<file path="config.mk">
export PLATFORM = sky130hd
export DESIGN_NAME = l2_lookup_pipe
export DESIGN_NICKNAME = d
export VERILOG_FILES = /design/src/rtl/l2_lookup_pkg.sv /design/src/rtl/l2_lookup_way_scan.sv /design/src/rtl/l2_lookup_pipe.sv
export SDC_FILE = /design/constraint.sdc
export NUM_CORES = 1
export LEC_CHECK = 0
export BUFFER_PORTS_ARGS = -buffer_cell sky130_fd_sc_hd__buf_2
export CAP_MARGIN = 15
export CORE_AREA = 5 5 156 173
export DETAILED_ROUTE_END_ITERATION = 7
export DIE_AREA = 0 0 161 178
export PLACE_DENSITY = 0.54
export SLEW_MARGIN = 10
export SYNTH_ARGS = -nofsm -noshare
export SYNTH_HDL_FRONTEND = slang
export SYNTH_SLANG_ARGS = --single-unit
</file>
<file path="constraint.sdc">
create_clock -name clk -period 5.41 [get_ports clk]
set_input_delay 0.8115 -clock clk [delete_from_list [all_inputs] [get_ports clk]]
set_output_delay 0.8115 -clock clk [all_outputs]
set_load 0.05 [all_outputs]
</file>
<file path="src/rtl/l2_lookup_pkg.sv">
// Shared constants and types for the L2 lookup stage: request modes,
// per-word coherence state encodings, and default-geometry field types.
package l2_lookup_pkg;

  localparam logic L2_LOOKUP     = 1'b0;
  localparam logic L2_LOOKUP_FWD = 1'b1;

  localparam int L2_WAYS     = 8;
  localparam int L2_WORDS    = 4;
  localparam int L2_TAG_W    = 20;
  localparam int SPX_STATE_W = 3;

  // A word is valid when its state compares greater than SPX_I.
  localparam logic [SPX_STATE_W-1:0] SPX_I = 3'd0;
  localparam logic [SPX_STATE_W-1:0] SPX_S = 3'd1;
  localparam logic [SPX_STATE_W-1:0] SPX_R = 3'd2;

  typedef logic [$clog2(L2_WAYS)-1:0] l2_way_t;
  typedef logic [L2_WORDS-1:0]        word_mask_t;
  typedef logic [L2_TAG_W-1:0]        l2_tag_t;

endpackage

</file>
<file path="src/rtl/l2_lookup_way_scan.sv">
// Per-way scan of one set snapshot: flags ways holding any valid word and
// ways that are both present and carry the requested tag.
module l2_lookup_way_scan
  import l2_lookup_pkg::*;
#(
  parameter int WAYS    = 8,
  parameter int WORDS   = 4,
  parameter int TAG_W   = 20,
  parameter int STATE_W = 3
) (
  input  logic [TAG_W-1:0]               tag,
  input  logic [WAYS*TAG_W-1:0]          tags,
  input  logic [WAYS*WORDS*STATE_W-1:0]  states,
  output logic [WAYS-1:0]                present,
  output logic [WAYS-1:0]                match
);

  localparam logic [STATE_W-1:0] ST_I = STATE_W'(SPX_I);

  for (genvar i = 0; i < WAYS; i++) begin : g_way
    logic [WORDS-1:0] word_valid;

    for (genvar j = 0; j < WORDS; j++) begin : g_word
      assign word_valid[j] = states[(i*WORDS+j)*STATE_W +: STATE_W] > ST_I;
    end

    // A stale tag left in an empty way must never count as a hit.
    assign present[i] = |word_valid;
    assign match[i]   = present[i] && (tags[i*TAG_W +: TAG_W] == tag);
  end

endmodule

</file>
<file path="src/rtl/l2_lookup_pipe.sv">
// One-deep valid/ready lookup stage: resolves hit, empty and victim ways
// for a set snapshot and registers the result with per-word state masks.
module l2_lookup_pipe
  import l2_lookup_pkg::*;
#(
  parameter int WAYS    = 8,
  parameter int WORDS   = 4,
  parameter int TAG_W   = 20,
  parameter int STATE_W = 3,
  localparam int WAY_W  = $clog2(WAYS)
) (
  input  logic                           clk,
  input  logic                           rst,
  input  logic                           in_valid,
  output logic                           in_ready,
  input  logic                           in_mode,
  input  logic [TAG_W-1:0]               in_tag,
  input  logic [WORDS-1:0]               in_word_mask,
  input  logic [WAYS*TAG_W-1:0]          in_tags,
  input  logic [WAYS*WORDS*STATE_W-1:0]  in_states,
  output logic                           out_valid,
  input  logic                           out_ready,
  output logic                           out_mode,
  output logic                           tag_hit,
  output logic [WAY_W-1:0]               way_hit,
  output logic                           multi_hit,
  output logic                           empty_way_found,
  output logic [WAY_W-1:0]               empty_way,
  output logic [WAY_W-1:0]               evict_way,
  output logic [WORDS-1:0]               word_mask_shared,
  output logic [WORDS-1:0]               word_mask_owned,
  output logic [WORDS-1:0]               word_mask_owned_evict,
  output logic [WORDS-1:0]               word_hit_mask,
  output logic                           word_hit_all,
  output logic [STATE_W-1:0]             word_hit_state
);

  localparam int LINE_W = WORDS*STATE_W;
  localparam logic [STATE_W-1:0] ST_I     = STATE_W'(SPX_I);
  localparam logic [STATE_W-1:0] ST_S     = STATE_W'(SPX_S);
  localparam logic [STATE_W-1:0] ST_R     = STATE_W'(SPX_R);
  localparam logic [WAYS-1:0]    WAYS_ONE = WAYS'(1);
  localparam logic [WAY_W-1:0]   PTR_ONE  = WAY_W'(1);

  function automatic logic [STATE_W-1:0] word_of(input logic [LINE_W-1:0] line,
                                                 input int j);
    return line[j*STATE_W +: STATE_W];
  endfunction

  logic [WAYS-1:0]   present;
  logic [WAYS-1:0]   match;
  logic [WAY_W-1:0]  rr_ptr;
  logic              accept;

  logic              hit_n;
  logic [WAY_W-1:0]  hit_way_n;
  logic [LINE_W-1:0] hit_line;
  logic              multi_n;
  logic              empty_n;
  logic [WAY_W-1:0]  empty_way_n;
  logic [LINE_W-1:0] evict_line;
  logic              evict_n;
  logic [WORDS-1:0]  shared_n;
  logic [WORDS-1:0]  owned_n;
  logic [WORDS-1:0]  owned_evict_n;
  logic [WORDS-1:0]  hit_valid_n;
  logic [WORDS-1:0]  hit_mask_n;
  logic              hit_all_n;
  logic [STATE_W-1:0] hit_state_n;

  l2_lookup_way_scan #(
    .WAYS    (WAYS),
    .WORDS   (WORDS),
    .TAG_W   (TAG_W),
    .STATE_W (STATE_W)
  ) u_scan (
    .tag     (in_tag),
    .tags    (in_tags),
    .states  (in_states),
    .present (present),
    .match   (match)
  );

  assign in_ready = !out_valid || out_ready;
  assign accept   = in_valid && in_ready;

  // Descending scans: the last assignment wins, so the lowest index is kept.
  always_comb begin
    hit_n       = 1'b0;
    hit_way_n   = '0;
    hit_line    = '0;
    empty_n     = 1'b0;
    empty_way_n = '0;
    evict_line  = '0;
    for (int i = WAYS-1; i >= 0; i--) begin
      if (match[i]) begin
        hit_n     = 1'b1;
        hit_way_n = WAY_W'(i);
        hit_line  = in_states[i*LINE_W +: LINE_W];
      end
      if (!present[i] && in_mode == L2_LOOKUP) begin
        empty_n     = 1'b1;
        empty_way_n = WAY_W'(i);
      end
      if (WAY_W'(i) == rr_ptr) begin
        evict_line = in_states[i*LINE_W +: LINE_W];
      end
    end
  end

  assign multi_n = |(match & (match - WAYS_ONE));
  assign evict_n = (in_mode == L2_LOOKUP) && !hit_n && !empty_n;

  always_comb begin
    shared_n      = '0;
    owned_n       = '0;
    owned_evict_n = '0;
    hit_valid_n   = '0;
    for (int j = 0; j < WORDS; j++) begin
      owned_n[j]       = hit_n && (word_of(hit_line, j) == ST_R);
      shared_n[j]      = hit_n && (word_of(hit_line, j) == ST_R ||
                                   word_of(hit_line, j) == ST_S);
      hit_valid_n[j]   = hit_n && (word_of(hit_line, j) > ST_I);
      owned_evict_n[j] = evict_n && (word_of(evict_line, j) == ST_R);
    end
  end

  assign hit_mask_n = in_word_mask & hit_valid_n;
  assign hit_all_n  = hit_n && (hit_mask_n == in_word_mask) && (|in_word_mask);

  always_comb begin
    hit_state_n = ST_I;
    for (int j = WORDS-1; j >= 0; j--) begin
      if (hit_mask_n[j]) begin
        hit_state_n = word_of(hit_line, j);
      end
    end
  end

  // Victim pointer advances only when a REQ actually needs a victim.
  always_ff @(posedge clk) begin
    if (rst) begin
      rr_ptr <= '0;
    end else if (accept && evict_n) begin
      rr_ptr <= rr_ptr + PTR_ONE;
    end
  end

  always_ff @(posedge clk) begin
    if (rst) begin
      out_valid <= 1'b0;
    end else if (accept) begin
      out_valid <= 1'b1;
    end else if (out_ready) begin
      out_valid <= 1'b0;
    end
  end

  always_ff @(posedge clk) begin
    if (rst) begin
      out_mode              <= 1'b0;
      tag_hit               <= 1'b0;
      way_hit               <= '0;
      multi_hit             <= 1'b0;
      empty_way_found       <= 1'b0;
      empty_way             <= '0;
      evict_way             <= '0;
      word_mask_shared      <= '0;
      word_mask_owned       <= '0;
      word_mask_owned_evict <= '0;
      word_hit_mask         <= '0;
      word_hit_all          <= 1'b0;
      word_hit_state        <= ST_I;
    end else if (accept) begin
      out_mode              <= in_mode;
      tag_hit               <= hit_n;
      way_hit               <= hit_way_n;
      multi_hit             <= multi_n;
      empty_way_found       <= empty_n;
      empty_way             <= empty_way_n;
      evict_way             <= rr_ptr;
      word_mask_shared      <= shared_n;
      word_mask_owned       <= owned_n;
      word_mask_owned_evict <= owned_evict_n;
      word_hit_mask         <= hit_mask_n;
      word_hit_all          <= hit_all_n;
      word_hit_state        <= hit_state_n;
    end
  end

endmodule

</file>
==> metrics.json <==
{
  "status": {"value": "complete, no violations"},
  "tritoncts_buffers": {"value": 5},
  "grt_max_degree": {"value": 39},
  "fin_skew": {"value": 2.41, "unit": "ps"},
  "crit_fanout": {"value": 15},
  "drc_errors": {"value": 0},
  "groute.usage.overall": {"value": 23.6, "unit": "%"},
  "worst_ep_required_time": {"value": 5580, "unit": "ps"},
  "max_slew.worst_pin.slew": {"value": 844, "unit": "ps"},
  "clock.fmax": {"value": 0.251, "unit": "GHz"},
  "post_synth_num_cell_types": {"value": 96},
  "bufs_on_longest_clock_path": {"value": 2},
  "synth_largest_type_area_fraction": {"value": 17.0, "unit": "%"},
  "synth-async-reset-ratio": {"value": 0, "unit": "%"},
  "drt_iter0_markers": {"value": 641},
  "power.share.clock": {"value": 29.6, "unit": "%"},
  "postSynthCellCount": {"value": 776},
  "yosysWarnings": {"value": 0},
  "p_int": {"value": 0.000631, "unit": "W"},
  "crit_path_max_incr_delay": {"value": 590, "unit": "ps"},
  "global_route.overflow_total": {"value": 0},
  "avgViaCountPerCell": {"value": 5.64},
  "cp_data_arrival_time": {"value": 4170, "unit": "ps"},
  "boundaryPins": {"value": 320},
  "drive_gt1_share": {"value": 35.7, "unit": "%"},
  "synth_edf_count": {"value": 0},
  "p_comb_share": {"value": 42.4, "unit": "%"},
  "post_cts_buffers": {"value": 0},
  "drv_slew": {"value": 0},
  "detail_route.first_pass.iterations": {"value": 5},
  "grt_first_pass_wirelength": {"value": 50700, "unit": "um"},
  "num-nets-final": {"value": 1339},
  "grt_pass1_vias": {"value": 7744},
  "clkSlewWorstSetupHoldPaths": {"value": 60, "unit": "ps"},
  "dominant_cell_type_by_area_after_synthesis": {"value": "sky130_fd_sc_hd__xor2_1"},
  "antenna_cells_inserted": {"value": 0},
  "min-delay-path-class": {"value": "flip-flop to flip-flop"},
  "powerDensity": {"value": 128, "unit": "mW/mm2"},
  "gp_routability_congestion": {"value": 1.04},
  "cts-htree-levels": {"value": 2},
  "vias": {"value": 7693},
  "yosysMostFrequentCell": {"value": "sky130_fd_sc_hd__xor2_1"},
  "postSynthAreaPerCell": {"value": 7.95, "unit": "um2"},
  "seq_area_frac_synth": {"value": 12.0, "unit": "%"},
  "synth-seq-cells": {"value": 37},
  "numPortBuffers": {"value": 319},
  "max_cap_viol_count": {"value": 0},
  "finalWirelength": {"value": 35600, "unit": "um"},
  "chipHeight": {"value": 178, "unit": "um"},
  "mappedNetlistNets": {"value": 1067},
  "clk_root_buffer_cell": {"value": "sky130_fd_sc_hd__clkbuf_16"},
  "post_drt_antenna_nets": {"value": 0},
  "detailedPlacementHpwl": {"value": 30800, "unit": "um"},
  "ys_top_cells_by_area": {"value": "sky130_fd_sc_hd__xor2_1 17%, sky130_fd_sc_hd__dfxtp_1 12%, sky130_fd_sc_hd__xnor2_1 5.5%, sky130_fd_sc_hd__nor4_1 4.1%, sky130_fd_sc_hd__a21oi_1 3.7%"},
  "grt_setup_unrepaired": {"value": "false"},
  "core": {"value": 0.0250, "unit": "mm2"},
  "die_w": {"value": 161, "unit": "um"},
  "antenna_found_initial": {"value": 8},
  "report.final.setup_viol": {"value": 0},
  "initial_utilization": {"value": 24.6, "unit": "%"},
  "cts.hold.buffers_added": {"value": 0},
  "power.switching_fraction": {"value": 37.7, "unit": "%"},
  "cts.sink_count": {"value": 37},
  "floorplan.die_area": {"value": 0.0287, "unit": "mm2"},
  "avgRoutedWirePerCell": {"value": 26.1, "unit": "um"},
  "tns": {"value": 0, "unit": "ps"},
  "cts_repair_resize_count": {"value": 0},
  "cts_tree": {"value": "done"},
  "critical_path.most_common_cell": {"value": "sky130_fd_sc_hd__nor4_1"},
  "final_period_util": {"value": 73.8, "unit": "%"},
  "worst_path_max_delay_cell": {"value": "sky130_fd_sc_hd__nor2_2"},
  "areaGrowthSynthToFinish": {"value": 28.7, "unit": "%"},
  "rows": {"value": 61},
  "leakage": {"value": 3.26, "unit": "nW"},
  "syn_area": {"value": 0.00617, "unit": "mm2"},
  "p_switching": {"value": 0.000383, "unit": "W"},
  "timing.slew.headroom": {"value": 42.8, "unit": "%"},
  "synth-main-ff-cell": {"value": "sky130_fd_sc_hd__dfxtp_1"},
  "clkLatencyLatePin": {"value": 280, "unit": "ps"},
  "setup.worst_path.class": {"value": "primary input to flip-flop"},
  "final-hold-violation-count": {"value": 0},
  "hold_slack": {"value": 449, "unit": "ps"},
  "seq_power_share": {"value": 28.0, "unit": "%"},
  "max-vdd-ir-drop": {"value": 111, "unit": "uV"},
  "worstSetupStartpointType": {"value": "primary input"},
  "worstSetupEndpointType": {"value": "flip-flop"},
  "netlist_top_cells_count": {"value": "120 x sky130_fd_sc_hd__xor2_1, 60 x sky130_fd_sc_hd__nor2_1, 47 x sky130_fd_sc_hd__nand2_1"},
  "timing.final.crit_period": {"value": 3990, "unit": "ps"},
  "path_cells": {"value": "buf_2, xor2_1, nor4_1, nand4_2, nor2_2, mux2_1, a32o_2, nor4_1, nor4_1, a31o_1"}
}
worst max-delay path: cells and delay by family:
family          cells  cell delay, ps
compound gates      2             530
xor+xnor            1             140
buf+inv             1             330
mux                 1             380
simple gates        5            1960
metrics by stage:
| stage | total power, W | worst slack (ps) | cell area (um2) | util, % | std cells |
|---|---|---|---|---|---|
| after floorplan | 0.000514 | 2210 | 6170 | - | 776 |
| final | 0.00101 | 1420 | 7940 | 31.7 | 1364 |
| after CTS | 0.00102 | 1430 | 7940 | 31.7 | 1364 |
| after global placement | 0.000714 | 1120 | 7790 | 31.1 | 1356 |
| after detailed placement | 0.000715 | 1140 | 7790 | 31.1 | 1356 |
| after global routing | 0.00106 | 1240 | 7940 | 31.7 | 1364 |
logic make-up (layout without fill, tap and decap cells):
kind of cell             Yosys count  in the layout  synth area share (%)
buffers and inverters             71            344                  7.12
flip-flops                        37             37                  12.0
multiplexers                       5              5                 0.832
adder cells (fa/ha/maj)            8              8                  1.54
AND/OR/NAND/NOR                  278            278                  26.9
AO/OA/AOI/OAI                    213            213                  27.6
XOR/XNOR                         164            164                  24.1
per-layer routing:
layer | routed length [um] | vias to the layer above | global-route usage [%]
met5 | 75 | - | 0
met4 | 1640 | 14 | 9.74
met1 | 13600 | 3584 | 28.0
met2 | 17400 | 509 | 41.9
met3 | 2820 | 89 | 4.14
li1 | - | 3497 | -
layout make-up:
type / count / area (um2)
Multi-Input combinational cell: 668 / 4990
Fill cell: 2744 / 17100
Timing Repair Buffer: 320 / 1600
Inverter: 16 / 60.1
Clock buffer: 6 / 139
Clock inverter: 2 / 13.8
Tap cell: 315 / 394
Sequential cell: 37 / 741
worst paths after layout:
kind / cells after the start / slack [ps] / endpoint / startpoint
max reg2reg: 11 / 2550 / word_mask_owned_evict[3] / rr_ptr[0]
min reg2reg: 2 / 450 / way_hit[0] / way_hit[0]
min: 2 / 450 / way_hit[0] / way_hit[0]
max: 10 / 1420 / word_hit_all / in_tag[17]
sequential cells by signal (all words and copies together), names as in the netlist:
name                   cells
out_mode                   1
way_hit                    3
word_mask_owned            4
word_hit_mask              4
out_valid                  1
empty_way_found            1
word_mask_owned_evict      4
rr_ptr                     3
word_hit_state             3
word_hit_all               1
evict_way                  3
multi_hit                  1
word_mask_shared           4
empty_way                  3
tag_hit                    1
cell usage in the layout, fill, tap and decap left out, types with 10 or more instances in the layout:
| cell type | count |
|---|---|
| sky130_fd_sc_hd__xor2_1 | 120 |
| sky130_fd_sc_hd__a211oi_1 | 10 |
| sky130_fd_sc_hd__nor3_1 | 13 |
| sky130_fd_sc_hd__nor4_1 | 40 |
| sky130_fd_sc_hd__a21oi_1 | 45 |
| sky130_fd_sc_hd__nor2_1 | 60 |
| sky130_fd_sc_hd__xnor2_1 | 39 |
| sky130_fd_sc_hd__or3_1 | 12 |
| sky130_fd_sc_hd__nand2_1 | 47 |
| sky130_fd_sc_hd__o2111ai_1 | 11 |
| sky130_fd_sc_hd__nand4_1 | 27 |
| sky130_fd_sc_hd__buf_2 | 319 |
| sky130_fd_sc_hd__nand3_1 | 14 |
| sky130_fd_sc_hd__dfxtp_1 | 37 |
| sky130_fd_sc_hd__inv_1 | 16 |
| sky130_fd_sc_hd__o21ai_0 | 24 |
power groups by stage:
stage	Sequential, W	Combinational (W)	Clock, W
finish	0.000284	0.000430	0.000300
floorplan	0.000299	0.000215	0
CTS	0.000284	0.000427	0.000305
global placement	0.000290	0.000425	0
detailed placement	0.000290	0.000426	0
global route	0.000285	0.000459	0.000314
Power figures use the tool's default switching activity.
